File: config.mk
export PLATFORM = sky130hd
export DESIGN_NAME = bram_sdp_be
export DESIGN_NICKNAME = d
export VERILOG_FILES = /design/src/rtl/bram_pkg.sv /design/src/rtl/bram_sdp_be.sv
export SDC_FILE = /design/constraint.sdc
export NUM_CORES = 2
export LEC_CHECK = 0
export CORE_MARGIN = 1.5
export CORE_UTILIZATION = 34
export CTS_CLUSTER_DIAMETER = 120
export DETAILED_ROUTE_END_ITERATION = 8
export HOLD_SLACK_MARGIN = 0.15
export MAX_ROUTING_LAYER = met4
export PLACE_DENSITY_LB_ADDON = 0.2
export SLEW_MARGIN = 20
export SYNTH_ARGS = -nofsm -noshare
export SYNTH_HDL_FRONTEND = slang
export SYNTH_SLANG_ARGS = --single-unit
export TNS_END_PERCENT = 10
File: constraint.sdc
create_clock -name clk -period 5.1 [get_ports clk]
set_clock_uncertainty 0.1 [all_clocks]
set_input_delay 1.02 -clock clk [delete_from_list [all_inputs] [get_ports clk]]
set_output_delay 1.02 -clock clk [all_outputs]
set_load 0.005 [all_outputs]
File: src/rtl/bram_pkg.sv
// Shared definitions for the byte-enabled simple-dual-port RAM: controller states,
// lane-count helper and parameter legality check.
package bram_pkg;

  typedef enum logic {
    CLEAR = 1'b0,
    READY = 1'b1
  } bram_state_t;

  function automatic int lanes(input int data_w, input int byte_w);
    return data_w / byte_w;
  endfunction

  function automatic bit params_ok(input int data_w, input int byte_w, input int out_reg);
    return (byte_w > 0) && ((data_w % byte_w) == 0) && (out_reg >= 0) && (out_reg <= 1);
  endfunction

endpackage

File: src/rtl/bram_sdp_be.sv
// Simple-dual-port block RAM with per-byte write enables, read-valid pipeline,
// optional output register and a post-reset clear engine that fills every entry.
module bram_sdp_be
  import bram_pkg::*;
#(
  parameter int                    DATA_WIDTH     = 16,
  parameter int                    ADDR_WIDTH     = 8,
  parameter int                    BYTE_WIDTH     = 8,
  parameter int                    OUT_REG        = 0,
  parameter bit                    CLEAR_ON_RESET = 1'b1,
  parameter logic [DATA_WIDTH-1:0] CLEAR_VALUE    = {DATA_WIDTH{1'b0}},
  localparam int                   NUM_LANES      = lanes(DATA_WIDTH, BYTE_WIDTH)
) (
  input  logic                  clk,
  input  logic                  reset,
  input  logic [ADDR_WIDTH-1:0] write_addr,
  input  logic [DATA_WIDTH-1:0] write_data,
  input  logic                  write_enable,
  input  logic [NUM_LANES-1:0]  write_byte_enable,
  input  logic [ADDR_WIDTH-1:0] read_addr,
  input  logic                  read_enable,
  output logic [DATA_WIDTH-1:0] read_data,
  output logic                  read_valid,
  output logic                  busy
);

  localparam int DEPTH = 2 ** ADDR_WIDTH;

  if (!params_ok(DATA_WIDTH, BYTE_WIDTH, OUT_REG)) begin : g_bad_params
    $error("bram_sdp_be: DATA_WIDTH must be a multiple of BYTE_WIDTH and OUT_REG must be 0 or 1");
  end

  logic [DATA_WIDTH-1:0] r_mem [DEPTH];

  bram_state_t           r_state;
  bram_state_t           w_state_nxt;
  logic [ADDR_WIDTH-1:0] r_clr_cnt;
  logic                  w_mem_we;
  logic [NUM_LANES-1:0]  w_mem_be;
  logic [ADDR_WIDTH-1:0] w_mem_waddr;
  logic [DATA_WIDTH-1:0] w_mem_wdata;
  logic                  w_rd_fire;
  logic [DATA_WIDTH-1:0] r_rd_data;
  logic                  r_rd_valid;

  // Controller: the clear engine owns the write port until the last entry is filled
  always_comb begin
    w_state_nxt = r_state;
    w_mem_we    = 1'b0;
    w_mem_be    = {NUM_LANES{1'b0}};
    w_mem_waddr = write_addr;
    w_mem_wdata = write_data;
    w_rd_fire   = 1'b0;
    case (r_state)
      CLEAR: begin
        w_mem_we    = 1'b1;
        w_mem_be    = {NUM_LANES{1'b1}};
        w_mem_waddr = r_clr_cnt;
        w_mem_wdata = CLEAR_VALUE;
        if (r_clr_cnt == {ADDR_WIDTH{1'b1}}) begin
          w_state_nxt = READY;
        end else begin
          w_state_nxt = CLEAR;
        end
      end
      READY: begin
        w_mem_we  = write_enable;
        w_mem_be  = write_byte_enable;
        w_rd_fire = read_enable;
      end
      default: begin
        w_state_nxt = READY;
      end
    endcase
  end

  // State register and clear address counter
  always_ff @(posedge clk) begin
    if (reset) begin
      r_state   <= CLEAR_ON_RESET ? CLEAR : READY;
      r_clr_cnt <= {ADDR_WIDTH{1'b0}};
    end else begin
      r_state <= w_state_nxt;
      if (r_state == CLEAR) begin
        r_clr_cnt <= r_clr_cnt + ADDR_WIDTH'(1);
      end else begin
        r_clr_cnt <= r_clr_cnt;
      end
    end
  end

  // Storage write port; the array carries no reset so it maps onto block RAM
  always_ff @(posedge clk) begin
    if (w_mem_we && !reset) begin
      for (int i = 0; i < NUM_LANES; i++) begin
        if (w_mem_be[i]) begin
          r_mem[w_mem_waddr][i*BYTE_WIDTH +: BYTE_WIDTH] <= w_mem_wdata[i*BYTE_WIDTH +: BYTE_WIDTH];
        end
      end
    end
  end

  if (OUT_REG == 1) begin : g_out_reg
    logic [DATA_WIDTH-1:0] r_s1_data;
    logic                  r_s1_valid;

    // Two-stage read: array read, then output register; data holds between reads
    always_ff @(posedge clk) begin
      if (reset) begin
        r_s1_data  <= {DATA_WIDTH{1'b0}};
        r_s1_valid <= 1'b0;
        r_rd_data  <= {DATA_WIDTH{1'b0}};
        r_rd_valid <= 1'b0;
      end else begin
        r_s1_valid <= w_rd_fire;
        if (w_rd_fire) begin
          r_s1_data <= r_mem[read_addr];
        end
        r_rd_valid <= r_s1_valid;
        if (r_s1_valid) begin
          r_rd_data <= r_s1_data;
        end
      end
    end
  end else begin : g_no_out_reg
    // Single-stage read; non-blocking update against the write gives read-first
    always_ff @(posedge clk) begin
      if (reset) begin
        r_rd_data  <= {DATA_WIDTH{1'b0}};
        r_rd_valid <= 1'b0;
      end else begin
        r_rd_valid <= w_rd_fire;
        if (w_rd_fire) begin
          r_rd_data <= r_mem[read_addr];
        end
      end
    end
  end

  assign read_data  = r_rd_data;
  assign read_valid = r_rd_valid;
  assign busy       = (r_state == CLEAR);

endmodule

==> impl_results.md <==
* Routed via count at about 80000
* Vias in the first global route at 83780
* Asr flop ratio synth at 0%
* Fin crit share at around 80%
* CTS Sinks at slightly above 4000
* Syn_nets at 8045
* Sequential Power Share at 51.7%
* Core Box Area at ~0.47 mm²
* Origin of the critical flop-to-flop path: r_state
* Count leader, synth: edfxtp_1
* Flops & latches, synth at 4122
* Largest net degree at the start of global routing at 161
* Fin. Hold Viols at 0
* Ranking of synthesized cells by area: edfxtp_1 (77%), mux4_2 (9.5%), mux2i_1 (4.4%), nor2_1 (1.3%), o22ai_1 (0.88%)
* Comb pwr share at 3.9%
* Sw frac at 21.09%
* Residual DRC at 0
* VDD IR max at ~0.29 mV
* RD Place Congestion at slightly above 0.8
* DR iter-0 viols at 8762
* Pint at 56.06 mW
* Later-pin clock latency in the skew report at 1.02 ns
* Cell Area, Synth at 0.1605 mm²
* NetSw at 14.98 mW
* First-pass DRT Iterations at 6
* Fmax at 249.9 MHz
* Clock-pin transition on the worst setup and hold timing paths at around 0.06 ns
* CP required at around 5.8 ns
* Clk root buf: clkbuf_16
* Status: completed
* Ys flop type: edfxtp_1
* Setup Buffers After CTS at 0
* Worst hold start: r_clr_cnt[7]
* Ratio of cells with drive above 1 in the final layout at 24.25%
* Commonest cells post-synth: edfxtp_1 (4096), mux2i_1 (701), mux4_2 (677)
* Clock share of power at between 40% and 50%
* CTS buffer count at 435
* Filler Cell Count at 41880
* Antenna violations before repair at 38
* Syn. warnings at 0
* Die W at 690.1 µm
* Final Util at between 30 and 40%
* Synth Instances at 8006
* Die footprint at 0.4763 mm²
* Fin. max-slew vios at 0
* Die Y at 690.1 µm
* Worst Setup SP: read_addr[5]
* Mean cell area of the mapped netlist at roughly 20 µm²
* Port bufs at 55
* Io pins at 56
* Vias per inst at roughly 5.3
* Max-slew headroom at 20.69%
* Overflow after GRT at 0
* Maxcap violations at 0
* GRT Total Usage at 19.47%
* Pwr per Cell Area at 378.6 mW/mm²
* CTS tree: done
* Critical path arrival at about 4.7 ns
* Antenna-violating nets left at 0
* Critical path endpoint category: register
* First-pass GRT wire length at approximately 650000 µm
* Critical path launch point type: primary input
* Post-synth EDFFs at 4096
* WHS at 0.4360 ns
* RSZ-0062 raised after global routing: no
* Kind of critical path: primary input to register
* Final HPWL DP at 292200 µm
* Final setup violating endpoints at 0
* R2r setup slk at 1.42 ns
* Final wirelength at 462400 µm
* Clock buffer depth at 4
* Worst-path fanout max at 14
* Post-CTS sizing at 0
* Final Critical Period at 4.001 ns
* CTS Hold Buffers Added at 0
* Row Count at around 250
* Distinct cells, synth at 76
* Initial Util at 34.10%
* Hold crit path type: register to register
* Area delta synth->final at 16.88%
* Sequential-to-total area share from yosys stat at roughly three quarters
* Fin nets at 8873
* H-tree depth at 5
* Post-synth top area share at between 70 and 80%
* Leak Pwr at ~64 nW
* DR WL/cell at approximately 30 µm
* Yosys top cell by area: edfxtp_1
* Worst-Margin Slew at 1.160 ns
[power groups by stage]
stage / registers (mW) / logic, mW / clock network, mW
after floorplan: 37.4 / 1.66 / 0
after global placement: 37.4 / 2.78 / 0
after detailed placement: 37.4 / 2.78 / 0
after CTS: 36.7 / 2.79 / 32.2
after global routing: 36.7 / 2.88 / 33.4
final: 36.7 / 2.76 / 31.6
[registers in the layout, indices dropped and copies added, names as in the netlist]
register    count
read_data      16
read_valid      1
r_mem        4096
r_state         1
r_clr_cnt       8
[metal layers]
layer	share of wire, %	global-route usage (%)	wire [µm]
met2	48	30.87	221600
met5	0	-	0
met4	2.3	4.398	10720
met1	44	26.85	202500
met3	6.0	2.646	27570
[cells by family after synthesis]
group                      synth area share (%)
adders and majority gates              0.007793
buffers and inverters                     2.069
and+or+nand+nor                           2.645
xor gates and xnor gates                0.03819
AOI/OAI and AO/OA                         3.970
DFF                                       76.94
muxes                                     14.33
[final timing paths]
kind,to,cells after the start
worst min-delay path,r_state,2
worst max register to register,r_mem[251][14],7
worst max-delay path,read_data[3],10
worst min register to register,r_state,2
[worst max-delay path, cell delays in order]
cell and delay (ns):
clkdlybuf4s50_1 0.80, inv_1 0.21, or3_2 0.51, buf_4 0.24
a2111oi_0 0.94, nor4_1 0.29, buf_4 0.24, nand4b_1 0.22
buf_4 0.16, o311ai_1 0.07
[metrics by stage]
stage	instances	area, µm²	power [mW]	worst slack (ns)	TNS (ns)
CTS	15420	187600	71.64	1.097	0
global placement	14620	173400	40.20	0.05257	0
detailed placement	14620	173400	40.20	0.04531	0
finish	15430	187600	71.04	1.099	0
global route	15420	187600	72.95	1.045	0
floorplan	8006	160500	39.08	-0.1139	-174.92
[cell type report]
type	instances	area [µm²]	area share, %
diodes	13	32.53	0.01734
clock buffers	519	11360	6.054
clock inverters	281	2785	1.484
inverters	11	48.80	0.02601
multi-input cells	3364	34010	18.13
flip-flops and latches	4122	123500	65.83
well taps	6223	7786	4.150
repair buffers	900	8084	4.309
[cell usage in the layout, fill, tap and decap left out, types with 17 or more instances in the layout]
| master | n |
|---|---|
| a2111oi_0 | 34 |
| a211o_1 | 17 |
| a211oi_1 | 100 |
| a21oi_1 | 132 |
| a221oi_1 | 21 |
| a22oi_1 | 71 |
| and2_4 | 17 |
| buf_12 | 93 |
| buf_4 | 752 |
| bufinv_16 | 49 |
| clkbuf_1 | 76 |
| clkbuf_16 | 442 |
| clkdlybuf4s50_1 | 50 |
| clkinv_1 | 107 |
| clkinv_2 | 93 |
| dfxtp_1 | 25 |
| edfxtp_1 | 4096 |
| mux2i_1 | 701 |
| mux4_1 | 25 |
| mux4_2 | 677 |
| nand2_1 | 258 |
| nand3_1 | 54 |
| nor2_1 | 562 |
| nor3_1 | 35 |
| o21ai_0 | 110 |
| o221ai_1 | 121 |
| o22ai_1 | 226 |
Note: power is estimated with default switching activity, not from simulation.
